**src/rtl/sram_apb_ctrl_if.sv**
```systemverilog
// APB slave-side bus bundle for sram_apb_ctrl.
// Signal names follow the APB protocol; the controller uses the slave modport.
interface sram_apb_ctrl_if #(
   parameter int DWIDTH = 32,
   parameter int AWIDTH = 5
);
   logic              PSEL;
   logic              PENABLE;
   logic              PWRITE;
   logic [AWIDTH+2:0] PADDR;
   logic [DWIDTH-1:0] PWDATA;
   logic [DWIDTH-1:0] PRDATA;
   logic              PREADY;
   logic              PSLVERR;

   modport master (
      output PSEL, PENABLE, PWRITE, PADDR, PWDATA,
      input  PRDATA, PREADY, PSLVERR
   );

   modport slave (
      input  PSEL, PENABLE, PWRITE, PADDR, PWDATA,
      output PRDATA, PREADY, PSLVERR
   );
endinterface

```
**src/rtl/sram_apb_ctrl.sv**
```systemverilog
// APB front end for a two-port SRAM: word-addressed window with a read wait state,
// plus a small register bank driving a whole-array fill engine on port A.
module sram_apb_ctrl #(
   parameter int DWIDTH = 32,
   parameter int AWIDTH = 5
) (
   input  logic              PCLK,
   input  logic              PRESETn,
   sram_apb_ctrl_if.slave    apb,
   output logic              SRAM_ENA,
   output logic              SRAM_WEA,
   output logic [AWIDTH-1:0] SRAM_ADDRA,
   output logic [DWIDTH-1:0] SRAM_DINA,
   output logic              SRAM_ENB,
   output logic [AWIDTH-1:0] SRAM_ADDRB,
   input  logic [DWIDTH-1:0] SRAM_DOUTB
);

   typedef enum logic [1:0] {
      S_IDLE    = 2'd0,
      S_RD_WAIT = 2'd1,
      S_FILL    = 2'd2
   } state_t;

   state_t            state_q, state_d;
   logic [AWIDTH:0]   cnt_q, cnt_d;
   logic [DWIDTH-1:0] fill_q, fill_d;
   logic              done_q, done_d;

   logic              access;
   logic              is_reg;
   logic              busy;
   logic              last_word;
   logic [AWIDTH-1:0] word_addr;
   logic [3:0]        reg_offset;

   assign access     = apb.PSEL & apb.PENABLE;
   assign is_reg     = apb.PADDR[AWIDTH+2];
   assign word_addr  = apb.PADDR[AWIDTH+1:2];
   assign reg_offset = apb.PADDR[3:0];
   assign busy       = (state_q == S_FILL);
   // The counter MSB never sets because the fill ends on the low bits all ones.
   assign last_word  = (&cnt_q[AWIDTH-1:0]) & ~cnt_q[AWIDTH];

   always_comb begin
      state_d     = state_q;
      cnt_d       = cnt_q;
      fill_d      = fill_q;
      done_d      = done_q;
      apb.PRDATA  = '0;
      apb.PREADY  = 1'b1;
      apb.PSLVERR = 1'b0;
      SRAM_ENA    = 1'b0;
      SRAM_WEA    = 1'b0;
      SRAM_ADDRA  = '0;
      SRAM_DINA   = '0;
      SRAM_ENB    = 1'b0;
      SRAM_ADDRB  = '0;

      case (state_q)
         S_RD_WAIT: begin
            if (access) begin
               apb.PRDATA = SRAM_DOUTB;
            end
            state_d = S_IDLE;
         end
         S_FILL: begin
            SRAM_ENA   = 1'b1;
            SRAM_WEA   = 1'b1;
            SRAM_ADDRA = cnt_q[AWIDTH-1:0];
            SRAM_DINA  = fill_q;
            cnt_d      = cnt_q + 1'b1;
            if (last_word) begin
               done_d  = 1'b1;
               cnt_d   = '0;
               state_d = S_IDLE;
            end
            // Window accesses stall without touching the SRAM until the fill ends.
            if (access && !is_reg) begin
               apb.PREADY = 1'b0;
            end
         end
         default: begin
            if (access && !is_reg) begin
               if (apb.PWRITE) begin
                  SRAM_ENA   = 1'b1;
                  SRAM_WEA   = 1'b1;
                  SRAM_ADDRA = word_addr;
                  SRAM_DINA  = apb.PWDATA;
               end else begin
                  SRAM_ENB   = 1'b1;
                  SRAM_ADDRB = word_addr;
                  apb.PREADY = 1'b0;
                  state_d    = S_RD_WAIT;
               end
            end
         end
      endcase

      // Register bank answers with zero wait in every state.
      if (access && is_reg) begin
         case (reg_offset)
            4'h0: begin
               if (apb.PWRITE) begin
                  if (apb.PWDATA[1]) begin
                     done_d = 1'b0;
                  end
                  if (apb.PWDATA[0]) begin
                     if (busy) begin
                        apb.PSLVERR = 1'b1;
                     end else begin
                        state_d = S_FILL;
                        cnt_d   = '0;
                     end
                  end
               end
            end
            4'h4: begin
               if (!apb.PWRITE) begin
                  apb.PRDATA = {{(DWIDTH-2){1'b0}}, done_q, busy};
               end
            end
            4'h8: begin
               if (apb.PWRITE) begin
                  fill_d = apb.PWDATA;
               end else begin
                  apb.PRDATA = fill_q;
               end
            end
            default: begin
               apb.PSLVERR = 1'b1;
            end
         endcase
      end
   end

   always_ff @(posedge PCLK or negedge PRESETn) begin
      if (!PRESETn) begin
         state_q <= S_IDLE;
         cnt_q   <= '0;
         fill_q  <= '0;
         done_q  <= 1'b0;
      end else begin
         state_q <= state_d;
         cnt_q   <= cnt_d;
         fill_q  <= fill_d;
         done_q  <= done_d;
      end
   end

endmodule

```
**src/flat_wrapper.sv**
```systemverilog
// flat-port wrapper written by rule: the top's interface ports become plain ports
module sram_apb_ctrl_flat 
#(
   parameter int DWIDTH = 32,
   parameter int AWIDTH = 5
)
  (PCLK, PRESETn, SRAM_ENA, SRAM_WEA, SRAM_ADDRA, SRAM_DINA, SRAM_ENB, SRAM_ADDRB, SRAM_DOUTB, apb_PSEL, apb_PENABLE, apb_PWRITE, apb_PADDR, apb_PWDATA, apb_PRDATA, apb_PREADY, apb_PSLVERR);
  sram_apb_ctrl_if #(.DWIDTH(DWIDTH), .AWIDTH(AWIDTH)) apb_i ();
  input  logic PCLK;
  input  logic PRESETn;
  output logic SRAM_ENA;
  output logic SRAM_WEA;
  output logic [AWIDTH-1:0] SRAM_ADDRA;
  output logic [DWIDTH-1:0] SRAM_DINA;
  output logic SRAM_ENB;
  output logic [AWIDTH-1:0] SRAM_ADDRB;
  input  logic [DWIDTH-1:0] SRAM_DOUTB;
  input wire logic [$bits(apb_i.PSEL)-1:0] apb_PSEL;
  input wire logic [$bits(apb_i.PENABLE)-1:0] apb_PENABLE;
  input wire logic [$bits(apb_i.PWRITE)-1:0] apb_PWRITE;
  input wire logic [$bits(apb_i.PADDR)-1:0] apb_PADDR;
  input wire logic [$bits(apb_i.PWDATA)-1:0] apb_PWDATA;
  output wire logic [$bits(apb_i.PRDATA)-1:0] apb_PRDATA;
  output wire logic [$bits(apb_i.PREADY)-1:0] apb_PREADY;
  output wire logic [$bits(apb_i.PSLVERR)-1:0] apb_PSLVERR;
  assign apb_i.PSEL = apb_PSEL;
  assign apb_i.PENABLE = apb_PENABLE;
  assign apb_i.PWRITE = apb_PWRITE;
  assign apb_i.PADDR = apb_PADDR;
  assign apb_i.PWDATA = apb_PWDATA;
  assign apb_PRDATA = apb_i.PRDATA;
  assign apb_PREADY = apb_i.PREADY;
  assign apb_PSLVERR = apb_i.PSLVERR;
  sram_apb_ctrl #(.DWIDTH(DWIDTH), .AWIDTH(AWIDTH)) u_core (.PCLK(PCLK), .PRESETn(PRESETn), .apb(apb_i), .SRAM_ENA(SRAM_ENA), .SRAM_WEA(SRAM_WEA), .SRAM_ADDRA(SRAM_ADDRA), .SRAM_DINA(SRAM_DINA), .SRAM_ENB(SRAM_ENB), .SRAM_ADDRB(SRAM_ADDRB), .SRAM_DOUTB(SRAM_DOUTB));
endmodule
```
**config.mk**
```make
export PLATFORM = sky130hd
export DESIGN_NAME = sram_apb_ctrl_flat
export DESIGN_NICKNAME = d
export VERILOG_FILES = /design/src/rtl/sram_apb_ctrl_if.sv /design/src/rtl/sram_apb_ctrl.sv /design/src/flat_wrapper.sv
export SDC_FILE = /design/constraint.sdc
export NUM_CORES = 1
export LEC_CHECK = 0
export CORE_MARGIN = 2
export CORE_UTILIZATION = 34
export CTS_CLUSTER_SIZE = 8
export DETAILED_ROUTE_END_ITERATION = 8
export PLACE_DENSITY = 0.88
export SLEW_MARGIN = 20
export SYNTH_ARGS = -nofsm -noshare
export SYNTH_HDL_FRONTEND = slang
export SYNTH_SLANG_ARGS = --single-unit
```
**constraint.sdc**
```tcl
create_clock -name PCLK -period 1.5 [get_ports PCLK]
set_input_delay 0.225 -clock PCLK [delete_from_list [all_inputs] [get_ports PCLK]]
set_output_delay 0.225 -clock PCLK [all_outputs]
set_load 0.01 [all_outputs]
```
==> results.json <==
{
  "drt_iter0_drc": 67,
  "initial_core_util_pct": 35.19,
  "io_buffers": 155,
  "dieArea_um2": 8258,
  "sw_frac_of_total_pct": 30.80,
  "chipWidth_um": 90.88,
  "setup_slack_ns": -0.6501,
  "power.leakage_nw": 2.429,
  "drt-total-wl_um": 10610,
  "cap_viol_max_count": 0,
  "num_rows": 31,
  "rsz0062_at_grt": "yes",
  "nets": 531,
  "vias": 2928,
  "min_period_ns": 2.150,
  "max-slew-margin-rel_pct": 67.11,
  "cts_buffers": 5,
  "power_frac_seq_pct": 37.1,
  "synthCells": 235,
  "crit_type": "reg -> out",
  "avgSynthCellArea_um2": 10.92,
  "dp_hpwl_um": 6734,
  "power_frac_clock_pct": 24.5,
  "clk_latency_ns": 0.29,
  "setup_viol": 82,
  "status": "complete, but fails checks",
  "slew_viol_final": 0,
  "netlist_area_um2": 2566,
  "fp.dieH_um": 90.88,
  "skew_ns": 0.001570,
  "cp.arrival_ns": 1.93,
  "gp_congestion": 0.8460,
  "p_sw_w": 0.001181,
  "core_um2": 7292,
  "placedInstanceArea_um2": 4518,
  "pre_cts_slack_ns": -1.068,
  "cp_max_fo": 8,
  "ant_nets": 0,
  "h-tree-depth": 2,
  "fmax_mhz": 465.1,
  "ios": 156,
  "synth_nets": 316,
  "design_area_um2": 4890,
  "clk_pin_slew_ns": 0.08,
  "root_buffer": "clkbuf_8",
  "clockBufferDepth": 2,
  "wl_per_cell_um": 19.29,
  "yosysSeqAreaShare_pct": 39.98,
  "grt_max_degree": 23,
  "p_per_area_nw_per_um2": 784.3,
  "ys_ff_latch": 41,
  "cell_internal_pwr_w": 0.002654,
  "cp.required_ns": 1.27,
  "cp-start-kind": "flip-flop",
  "drive_gt1_share_pct": 52.55,
  "diodes": 0,
  "drc": 0,
  "drtPass1Iterations": 4,
  "grt_pass1_wl_um": 16240,
  "antenna_found_initial": 0,
  "grt_pass1_vias": 3062,
  "fin_crit_sh_pct": 143.3,
  "holdCritPathClass": "in -> reg",
  "cts_tree": "yes",
  "cts_num_sinks": 41,
  "report.final.hold_viol_count": 0,
  "violations": "negative setup slack",
  "areaGrowthSynthToFinish_pct": 90.54,
  "routed_via_density": 5.324,
  "grt-ovfl-total": 0,
  "track_usage_pct": 24.58,
  "worst_pin_slew_ns": 0.4933,
  "irDropWorstVdd_v": 0.0004398,
  "synthDistinctLibCells": 37,
  "worst_setup_path_end_kind": "output port",
  "yosysWarnings": 0,
  "comb_power_share_pct": 38.4
}
critical path, cell delays in order (launching register included):
cell     delay [ns]
dfrtp_1        0.38
inv_2          0.06
ha_4           0.29
nand2_4        0.05
nor3_4         0.17
buf_6          0.15
buf_8          0.12
buf_6          0.09
a22o_1         0.16
buf_2          0.15
power groups by stage:
stage          registers, W  logic, W  clock network, W
6_report            0.00142   0.00147          0.000940
5_1_grt             0.00144   0.00158           0.00101
4_1_cts             0.00139   0.00136          0.000949
3_5_place_dp        0.00142   0.00122                 0
3_3_place_gp        0.00140   0.00118                 0
2_1_floorplan       0.00139  0.000530                 0
placed cells by master (no fill, tap or decap), drive strengths merged:
cell           instances
inv                    8
a21oi                  7
dlygate4sd3            1
clkbuf                 9
clkdlybuf4s15          2
a32o                   1
nand4                  1
nand2b                 2
and3                   1
a22oi                  3
clkinvlp               1
nor4b                  2
a22o                  67
o22ai                  1
xnor2                  1
nor3                   3
bufinv                 1
dfrtp                 41
or2                    2
mux2                  32
and4                   1
a31oi                  2
nor2b                  2
nor2                   6
clkdlybuf4s50         66
or4                    1
o21ai                  8
nand2                  7
ha                     4
o2bb2ai                2
and2                   4
o21bai                 1
buf                  157
nand3                  4
kinds of logic (layout without fill, tap and decap cells):
kind of cell	count (synthesis)	after routing	share of synthesized area [%]
xor gates and xnor gates	1	1	0.3414
AOI/OAI and AO/OA	92	92	28.77
buffers and inverters	29	245	6.241
muxes	32	32	14.04
adders and majority gates	4	4	1.950
DFF	41	41	39.98
and+or+nand+nor	36	36	8.679
through the flow:
| stage | TNS [ns] | util (%) | cells | total power (W) | hold slack [ns] |
|---|---|---|---|---|---|
| floorplan | -1.189 | - | 235 | 0.001916 | -0.07059 |
| global placement | -88.16 | 61.96 | 505 | 0.002583 | 0.1965 |
| detailed placement | -91.36 | 61.96 | 505 | 0.002640 | 0.2106 |
| CTS | -45.67 | 66.68 | 551 | 0.003708 | 0.3638 |
| global route | -50.63 | 67.06 | 550 | 0.004023 | 0.2208 |
| finish | -43.33 | 67.06 | 550 | 0.003835 | 0.2276 |
cells in the mapped netlist:
cell	number	area, µm²
o2bb2ai_1	2	17.52
nand2b_1	2	12.51
xnor2_1	1	8.760
and2_1	4	25.02
dfrtp_1	41	1026
nand2_1	7	26.28
nor3_1	2	10.01
nor3_2	1	10.01
ha_1	4	50.05
a22o_1	67	586.8
inv_1	8	30.03
o21ai_0	6	30.03
o21bai_1	1	7.510
nand4_1	1	6.260
buf_4	1	7.510
and3_1	1	6.260
o21ai_1	2	10.01
nor2_1	5	18.77
or4_1	1	7.510
a22oi_1	3	22.52
nand3_1	3	15.01
or2_1	1	6.260
buf_2	14	70.07
o22ai_1	1	6.260
or2_2	1	6.260
buf_6	4	45.04
nor2_4	1	11.26
nand3_2	1	10.01
clkbuf_1	2	7.510
a31oi_1	2	12.51
nor2b_1	2	12.51
mux2_2	28	315.3
a21oi_1	7	35.03
mux2_1	4	45.04
nor4b_2	2	30.03
a32o_1	1	10.01
and4_1	1	8.760
cell type report:
| class | instances | area, µm² |
|---|---|---|
| inverters | 8 | 35.03 |
| multi-input cells | 165 | 1567 |
| repair buffers | 229 | 2018 |
| clock inverters | 2 | 37.54 |
| clock buffers | 6 | 82.58 |
| well taps | 99 | 123.9 |
| flip-flops and latches | 41 | 1026 |
| fillers | 584 | 2402 |
routing by layer:
layer | up-vias | global-route usage [%] | part of all wire, %
met5 | - | 0 | 0
met4 | 0 | 4.419 | 0.96
met3 | 8 | 4.591 | 5.0
met2 | 104 | 46.21 | 54
met1 | 1466 | 29.28 | 40
li1 | 1350 | - | -
flip-flops by register name, summed over array words and instances, names as in the netlist:
register        cells
u_core.done_q       1
u_core.state_q      2
u_core.cnt_q        6
u_core.fill_q      32
path summary, 6_finish.rpt:
path	startpoint	to	slack [ns]	depth (start not counted)
worst max-delay path	u_core.state_q[0]	SRAM_ADDRA[3]	-0.65	9
worst min-delay path	apb_PWDATA[0]	u_core.fill_q[0]	0.23	2
worst max register to register	u_core.state_q[0]	u_core.state_q[0]	-0.18	10
worst min register to register	u_core.fill_q[0]	u_core.fill_q[0]	0.54	1
max in group asynchronous	PRESETn	u_core.fill_q[17]	0.59	3
min in group asynchronous	PRESETn	u_core.fill_q[8]	0.42	2
timing repair:
| action | CTS | global route |
|---|---|---|
| resized for setup | 400 | 31 |
| setup buffers | 29 | 5 |
| endpoints found under the setup margin | 119 | 90 |
| pin swaps | 24 | 24 |
| gates cloned | 8 | 0 |
| hold buffers | 1 | 0 |
| hold endpoints to repair | 19 | 0 |
Note: power is estimated with default switching activity, not from simulation.
